[src/rtl/soml_pkg.sv]
// ============================================================================
// Module      : soml_pkg
// Description : Shared state encoding, frame layout and message width for the
//               SOML frame sequencer.
// Revision    : 1.0 - initial release
// ============================================================================
`default_nettype none

package soml_pkg;

    typedef enum logic [2:0] {
        ST_IDLE  = 3'd0,
        ST_LOAD  = 3'd1,
        ST_START = 3'd2,
        ST_WAIT  = 3'd3,
        ST_SEND  = 3'd4
    } state_t;

    localparam int ADDR_W    = 6;
    localparam int H_WORDS   = 32;
    localparam int Y_BASE    = 32;
    localparam int NUM_WORDS = 48;
    localparam int MSG_W     = 12;

    // Odd addresses in the Y region hold imaginary parts, which are stored negated.
    function automatic logic is_y_imag(input logic [ADDR_W-1:0] addr);
        return (addr >= ADDR_W'(Y_BASE)) && addr[0];
    endfunction

endpackage

`default_nettype wire

[src/rtl/soml_watchdog.sv]
// ============================================================================
// Module      : soml_watchdog
// Description : Loadable up-counter with clear and enable; stops at TERMINAL
//               and flags it on tc.
// Revision    : 1.0 - initial release
// ============================================================================
`default_nettype none

module soml_watchdog #(
    parameter int WIDTH    = 12,
    parameter int TERMINAL = 4095
) (
    input  logic             clk,
    input  logic             rst_n,
    input  logic             clr,
    input  logic             load,
    input  logic [WIDTH-1:0] load_val,
    input  logic             en,
    output logic             tc
);

    localparam logic [WIDTH-1:0] C_TERM = WIDTH'(TERMINAL);

    logic [WIDTH-1:0] r_count;

    always_ff @(posedge clk or negedge rst_n) begin
        if (!rst_n) begin
            r_count <= '0;
        end else if (clr) begin
            r_count <= '0;
        end else if (load) begin
            r_count <= load_val;
        end else if (en && !tc) begin
            r_count <= r_count + 1'b1;
        end
    end

    assign tc = (r_count == C_TERM);

endmodule

`default_nettype wire

[src/rtl/soml_frame_sequencer.sv]
// ============================================================================
// Module      : soml_frame_sequencer
// Description : Loads one 48-word H/Y frame into the register file, starts the
//               SOML decoder under a watchdog and forwards its message to the
//               UART transmitter. SOML_LOAD_GAP_TIMEOUT_EN adds an inter-word
//               gap timeout while loading.
// Revision    : 1.0 - initial release
// ============================================================================
`default_nettype none

module soml_frame_sequencer
    import soml_pkg::*;
#(
    parameter int N            = 32,
    parameter int NUM_WORDS    = soml_pkg::NUM_WORDS,
    parameter int CALC_TIMEOUT = 4096,
    parameter int GAP_CYCLES   = 65535
) (
    input  logic             clk,
    input  logic             rst_n,
    input  logic             in_valid,
    input  logic [N-1:0]     in_data,
    output logic             in_ready,
    output logic             wr_en,
    output logic [5:0]       wr_addr,
    output logic [N-1:0]     wr_data,
    output logic             calc_start,
    input  logic             calc_done,
    input  logic [MSG_W-1:0] result_in,
    input  logic             tx_busy,
    output logic [MSG_W-1:0] tx_msg,
    output logic             tx_msg_valid,
    output logic             timeout_err,
    output logic             frame_abort,
    output logic [2:0]       state_o
);

    localparam int              CALC_W = (CALC_TIMEOUT > 2) ? $clog2(CALC_TIMEOUT) : 1;
    localparam logic [5:0]      C_LAST = 6'(NUM_WORDS - 1);

    state_t     r_state;
    logic [5:0] r_cnt;
    logic       w_calc_tc;

    soml_watchdog #(
        .WIDTH    (CALC_W),
        .TERMINAL (CALC_TIMEOUT - 1)
    ) u_calc_wd (
        .clk      (clk),
        .rst_n    (rst_n),
        .clr      (r_state == ST_START),
        .load     (1'b0),
        .load_val ({CALC_W{1'b0}}),
        .en       (r_state == ST_WAIT),
        .tc       (w_calc_tc)
    );

`ifdef SOML_LOAD_GAP_TIMEOUT_EN
    localparam int GAP_W = $clog2(GAP_CYCLES + 1);

    logic w_gap_tc;

    soml_watchdog #(
        .WIDTH    (GAP_W),
        .TERMINAL (GAP_CYCLES)
    ) u_gap_wd (
        .clk      (clk),
        .rst_n    (rst_n),
        .clr      (in_valid || (r_state != ST_LOAD)),
        .load     (1'b0),
        .load_val ({GAP_W{1'b0}}),
        .en       ((r_state == ST_LOAD) && (r_cnt != 6'd0)),
        .tc       (w_gap_tc)
    );
`else
    logic w_gap_unused;
    assign w_gap_unused = (GAP_CYCLES != 0);
`endif

    always_ff @(posedge clk or negedge rst_n) begin
        if (!rst_n) begin
            r_state      <= ST_IDLE;
            r_cnt        <= '0;
            in_ready     <= 1'b0;
            wr_en        <= 1'b0;
            wr_addr      <= '0;
            wr_data      <= '0;
            calc_start   <= 1'b0;
            tx_msg       <= '0;
            tx_msg_valid <= 1'b0;
            timeout_err  <= 1'b0;
            frame_abort  <= 1'b0;
        end else begin
            wr_en        <= 1'b0;
            calc_start   <= 1'b0;
            tx_msg_valid <= 1'b0;
            frame_abort  <= 1'b0;

            case (r_state)
                ST_IDLE: begin
                    in_ready <= 1'b1;
                    r_state  <= ST_LOAD;
                    // A word landing here is word 0, so nothing is dropped on the way into LOAD.
                    if (in_valid) begin
                        wr_en   <= 1'b1;
                        wr_addr <= '0;
                        wr_data <= in_data;
                        r_cnt   <= 6'd1;
                    end else begin
                        r_cnt   <= '0;
                    end
                end

                ST_LOAD: begin
                    if (in_valid) begin
                        wr_en   <= 1'b1;
                        wr_addr <= r_cnt;
                        wr_data <= is_y_imag(r_cnt) ? -in_data : in_data;
                        r_cnt   <= r_cnt + 6'd1;
                        if (r_cnt == C_LAST) begin
                            in_ready <= 1'b0;
                            r_state  <= ST_START;
                        end
                    end
`ifdef SOML_LOAD_GAP_TIMEOUT_EN
                    else if (w_gap_tc) begin
                        frame_abort <= 1'b1;
                        r_state     <= ST_IDLE;
                    end
`endif
                end

                ST_START: begin
                    calc_start <= 1'b1;
                    r_state    <= ST_WAIT;
                end

                ST_WAIT: begin
                    if (calc_done) begin
                        tx_msg  <= result_in;
                        r_state <= ST_SEND;
                    end else if (w_calc_tc) begin
                        timeout_err <= 1'b1;
                        frame_abort <= 1'b1;
                        r_state     <= ST_IDLE;
                    end
                end

                ST_SEND: begin
                    if (!tx_busy) begin
                        tx_msg_valid <= 1'b1;
                        r_state      <= ST_IDLE;
                    end
                end

                default: r_state <= ST_IDLE;
            endcase
        end
    end

    assign state_o = r_state;

endmodule

`default_nettype wire

[config.mk]
export PLATFORM = sky130hd
export DESIGN_NAME = soml_frame_sequencer
export DESIGN_NICKNAME = d
export VERILOG_FILES = /design/src/rtl/soml_pkg.sv /design/src/rtl/soml_watchdog.sv /design/src/rtl/soml_frame_sequencer.sv
export SDC_FILE = /design/constraint.sdc
export NUM_CORES = 1
export LEC_CHECK = 0
export ABC_AREA = 1
export ABC_CLOCK_PERIOD_IN_PS = 2100
export CORE_AREA = 2 2 96 98
export DETAILED_ROUTE_END_ITERATION = 12
export DIE_AREA = 0 0 98 100
export PLACE_DENSITY = 0.79
export SYNTH_ARGS = -nofsm -noshare
export SYNTH_HDL_FRONTEND = slang
export SYNTH_SLANG_ARGS = --single-unit
[constraint.sdc]
create_clock -name clk -period 2.1 [get_ports clk]
set_clock_uncertainty 0.15 [all_clocks]
set_input_delay 0.42 -clock clk [delete_from_list [all_inputs] [get_ports clk]]
set_output_delay 0.42 -clock clk [all_outputs]
set_load 0.01 [all_outputs]
* Yosys cells after proc, flatten, opt, wreduce, memory -nomap -nowiden
Cells that the tools add are included.
Storage, ports and cells: bits in registers 77, word-level logic and storage cells 70
Cells by class: add/sub/neg operators 3, magnitude comparators 1, equal/unequal tests 11, mux-type cells 29, bitwise gates (word level) 1, reduce and logical (&&, ||, !) cells 13
Operator list (count):
- $mux W32 | 3
- $pmux W32 S2 | 1
- $neg A32 Y32 | 1
- $mux W12 | 2
- $pmux W6 S2 | 2
- $mux W6 | 3
- $mux W3 | 5
- $pmux W3 S5 | 1
- $add A12 B1 Y12 const B | 1
- $eq A12 B12 Y1 const B | 1
- $mux W1 | 11
- $reduce_and A3 Y1 | 3
- $ne A2 B2 Y1 const B | 4
- $add A6 B1 Y6 const B | 1
- $eq A3 B2 Y1 const B | 2
- $eq A6 B6 Y1 const B | 1
- $ge A6 B6 Y1 const B | 1
- $reduce_and A2 Y1 | 2
- $reduce_and A4 Y1 | 1
- $reduce_bool A2 Y1 | 2
- $eq A3 B1 Y1 const B | 1
- $eq A3 B3 Y1 const B | 1
- $logic_not A3 Y1 | 1
- $ne A3 B3 Y1 const B | 1
- other kinds (5) | 6

* Longest topological paths before layout
depth in word-level cells 5, mapped depth 10, mapped depth without buffers 10

* Hierarchy
A second synthesis with hierarchy kept.
Second synthesis, totals: cells, all modules 585, area, all modules 4473.0 um^2
By module, submodules not included:
- soml_frame_sequencer | times used 1, cells an instance 447, area an instance 3554.7 um^2
- soml_watchdog | times used 1, cells an instance 138, area an instance 918.4 um^2

* Worst setup path before layout
No wires, ideal clock.
path kind register -> register, start register u_calc_wd.r_count[0], end register u_calc_wd.r_count[7], setup time 0.120 ns, arrival time 1.375 ns, setup slack 0.455 ns, stages on the path, launching flop included 9, path buffers 0, clock period less this slack 1.645 ns, cell sequence dfrtp_1 > ha_1 > nand3_1 > nor2_1 > nand2_1 > nand2_1 > nor2_1 > o21ai_0 > nor2_1
On the way: word-level cells in the longest chain between the ends 4, elaborated cells on any way between the ends 7, classes of those cells add/sub (1); eq/ne (1); mux (2); reduce/logical (3)
RTL lines:
- start, declared | RTL line soml_watchdog.sv:24 | logic [WIDTH-1:0] r_count;
- start signal, assigned | RTL line soml_watchdog.sv:32 | r_count <= load_val;
- start signal, assigned | RTL line soml_watchdog.sv:34 | r_count <= r_count + 1'b1;
- branches (longest 4 deep; another with $add A12 B1 Y12)
Parallel ways; which one is timed is not known. The select of a mux whose other input is x is not followed. A chain may end at the register's enable or synchronous reset.

* Worst setup path after layout
start register r_state[2] (netlist: state_o[2]), end output port state_o[2]
RTL lines:
- start, declared | RTL line soml_frame_sequencer.sv:41 | state_t r_state;
- start signal, assigned | RTL line soml_frame_sequencer.sv:82 | r_state <= ST_IDLE;
- start signal, assigned | RTL line soml_frame_sequencer.sv:102 | r_state <= ST_LOAD;
- start signal, assigned | RTL line soml_frame_sequencer.sv:122 | r_state <= ST_START;
- end, declared | RTL line soml_frame_sequencer.sv:35 | output logic [2:0] state_o
No word-level cell between the ends.

==> results.md <==
- Via density: 5.23
- Slew Viols, Final: 0
- Synth area leaders: dfrtp_1 46%, nand2_1 16%, nor2_1 5.7%
- CP Launch Type: flip-flop
- Initial antenna violation count: 0
- Core area: between 8000 and 9000 um^2
- Nets: 723
- Initial DRC count: 288
- HP Class: reg -> reg
- Synth Cell Area: approximately 4200 um^2
- H-tree Lvls: 3
- Fmax: approximately 500 MHz
- Largest net degree at the start of global routing: 78
- CP top delay family: buffers and inverters
- Max-cap violations: 0
- Hold slack: between 0.3 and 0.4 ns
- YS warnings: 0
- Ys async rst share: 100%
- Post-synth top area cell: dfrtp_1
- Distinct cells, synth: 32
- Final worst slack: ~0.1 ns
- Clock slew seen by the registers of the worst setup and hold paths: approximately 0.08 ns
- CTS root buffer: clkbuf_8
- Lkg Pwr: ~2.7 nW
- Data arrival, critical path: 1.43 ns
- Tightest Pin Transition: approximately 0.42 ns
- Wirelength, routed: between 10000 and 15000 um
- Vert. Die Dim: 100 um
- Vias in the first global route: 4138
- Synth-to-layout area growth: 36.9%
- Synthesized Nets: 600
- Wire per inst: 14.0 um
- GR Util All Layers: between 20% and 30%
- Endpoints failing setup: 0
- Final hold viol count: 0
- Outcome: finished clean
- CTS Buf Count: 9
- Setup TNS: 0 ns
- DR vias: 4110
- Layout cells sized above 1: 9.04%
- Mapped Cells: approximately 550
- Required @ worst endpoint: 1.53 ns
- Pre-CTS setup slack: -0.158 ns
- Max_slew headroom: 72.2%
- Drc violations: 0
- Skew-Pair Late Insertion Delay: 0.36 ns
- Post-synth EDFFs: 0
- First-pass GRT wire length: 19100 um
- Dpl hpwl: roughly 8000 um
- # rows: 35
- Peak supply drop: 0.498 mV
- TritonRoute pass-1 iters: 4
- TritonCTS clock tree: yes
- Ratio of final minimum period to clock period: between 90 and 100%
- Crit path max-delay cell type: clkdlybuf4s50_1
- Crit path cell chain: clkdlybuf4s50_1
- Setup crit end kind: output port
- Most frequent cells after synthesis: 178 x nand2_1, 77 x dfrtp_1, 63 x nor2_1
- Cell Pwr Density: 1100 nW/um^2
- Count of state elements after synthesis: 77
- Most frequent cell after synthesis: nand2_1
- Crit path max fanout: 5
- WP buf/inv: 1
- Kind of critical path: reg -> out
- Gpl congestion: 0.930
- DIE AREA: ~10000 um^2
- DIE WIDTH: approximately 100 um
- # IOs: 108
- Num Clock Sinks: 77
- Final ANT Viol Nets: 0
- Clock buffer depth: 2
- Total gr overflow: 0
- # diodes: 0
- Buffers on Ports: 107
- Post-synthesis sequential area ratio: 46.1%
- Mapped Avg Cell Area: 7.65 um^2
- Initial Util: 47.1%
- Unrepaired setup endpoints after global routing: false
- Most used flip-flop cell after synthesis: dfrtp_1
- Post-synth top area share: 46.1%
- Crit path largest cell delay: 0.60 ns
- Fill count: 761
- Post-layout min period: 2.00 ns
[report_power, final]
group,switching [mW],internal [mW]
Clock,0.580,0.700
Sequential,0.343,2.02
Combinational,1.29,1.37
[final cells by class]
type,instances,area [um^2],share of cell area [%]
Multi-Input combinational cell,410,2010,35.1
Sequential cell,77,1930,33.6
Timing Repair Buffer,124,1250,21.8
Inverter,48,180,3.15
Tap cell,111,139,2.42
Clock buffer,10,138,2.40
Clock inverter,6,86.3,1.51
[through the flow]
| stage | cells | instance area [um^2] | power (mW) | util, % |
|---|---|---|---|---|
| after floorplan | 547 | 4180 | 3.57 | - |
| after global placement | 769 | 5490 | 4.95 | 61.8 |
| after detailed placement | 769 | 5490 | 5.05 | 61.8 |
| after CTS | 786 | 5730 | 6.34 | 64.4 |
| after global routing | 786 | 5730 | 6.73 | 64.4 |
| final | 786 | 5730 | 6.30 | 64.4 |
[worst paths after layout]
check | depth (start not counted) | slack, ns | end | start
setup / recovery | 1 | 0.1 | state_o[2] | state_o[2]$_DFFE_PN0P_
hold / removal | 2 | 0.34 | wr_data[13]$_DFFE_PN0P_ | wr_data[13]$_DFFE_PN0P_
setup reg to reg | 8 | 0.18 | u_calc_wd.r_count[7]$_DFFE_PN0P_ | u_calc_wd.r_count[0]$_DFFE_PN0P_
hold reg to reg | 2 | 0.34 | wr_data[13]$_DFFE_PN0P_ | wr_data[13]$_DFFE_PN0P_
max in group asynchronous | 3 | 1.00 | wr_data[22]$_DFFE_PN0P_ | rst_n
min in group asynchronous | 3 | 0.45 | wr_addr[2]$_DFFE_PN0P_ | rst_n
[sequential cells by signal (all words and copies together), names as in the netlist]
name               cells
calc_start             1
frame_abort            1
in_ready               1
r_cnt                  6
state_o                3
timeout_err            1
tx_msg                12
tx_msg_valid           1
u_calc_wd.r_count     12
wr_addr                6
wr_data               32
wr_en                  1
[logic make-up (layout without fill, tap and decap cells)]
kind of cell	Yosys count	in the layout	share of synthesized area [%]
compound gates	55	55	6.94
xor+xnor	17	17	3.56
fa+ha+maj	4	4	1.20
buf+inv	60	188	5.98
flops	77	77	46.1
mux	12	12	3.23
simple gates	322	322	33.0
[per-layer routing]
metal  vias to the layer above  part of all wire, %  track usage, %
met5                         -                    0               0
met4                         0                  1.7            6.30
met3                        23                  6.9            6.13
met2                       154                   48            40.7
met1                      1920                   43            30.5
li1                       2013                    -               -
[cell usage in the layout (no fill, tap or decap), types with 2 or more instances in the layout]
cell type and instances:
nand2_1 177, clkdlybuf4s50_1 106, dfrtp_1 77, nor2_1 63, inv_1 45, nand3_1 43, o21ai_0 38, xor2_1 16
buf_4 13, mux2_2 12, nor3_1 10, clkbuf_8 10, nand4_1 9, nand3b_1 8, a21oi_1 7, o21ai_1 6
nand2_2 4, ha_1 4, buf_12 4, inv_2 3, nand3_2 2, bufinv_16 2, clkinv_2 2
[timing repair]
item,CTS,global route
setup buffers,0,0
gates resized for setup,0,1
hold buffers,1,0
endpoints found under the setup margin,0,4
endpoints found under the hold margin,77,0
(Power assumes the default switching activity.)
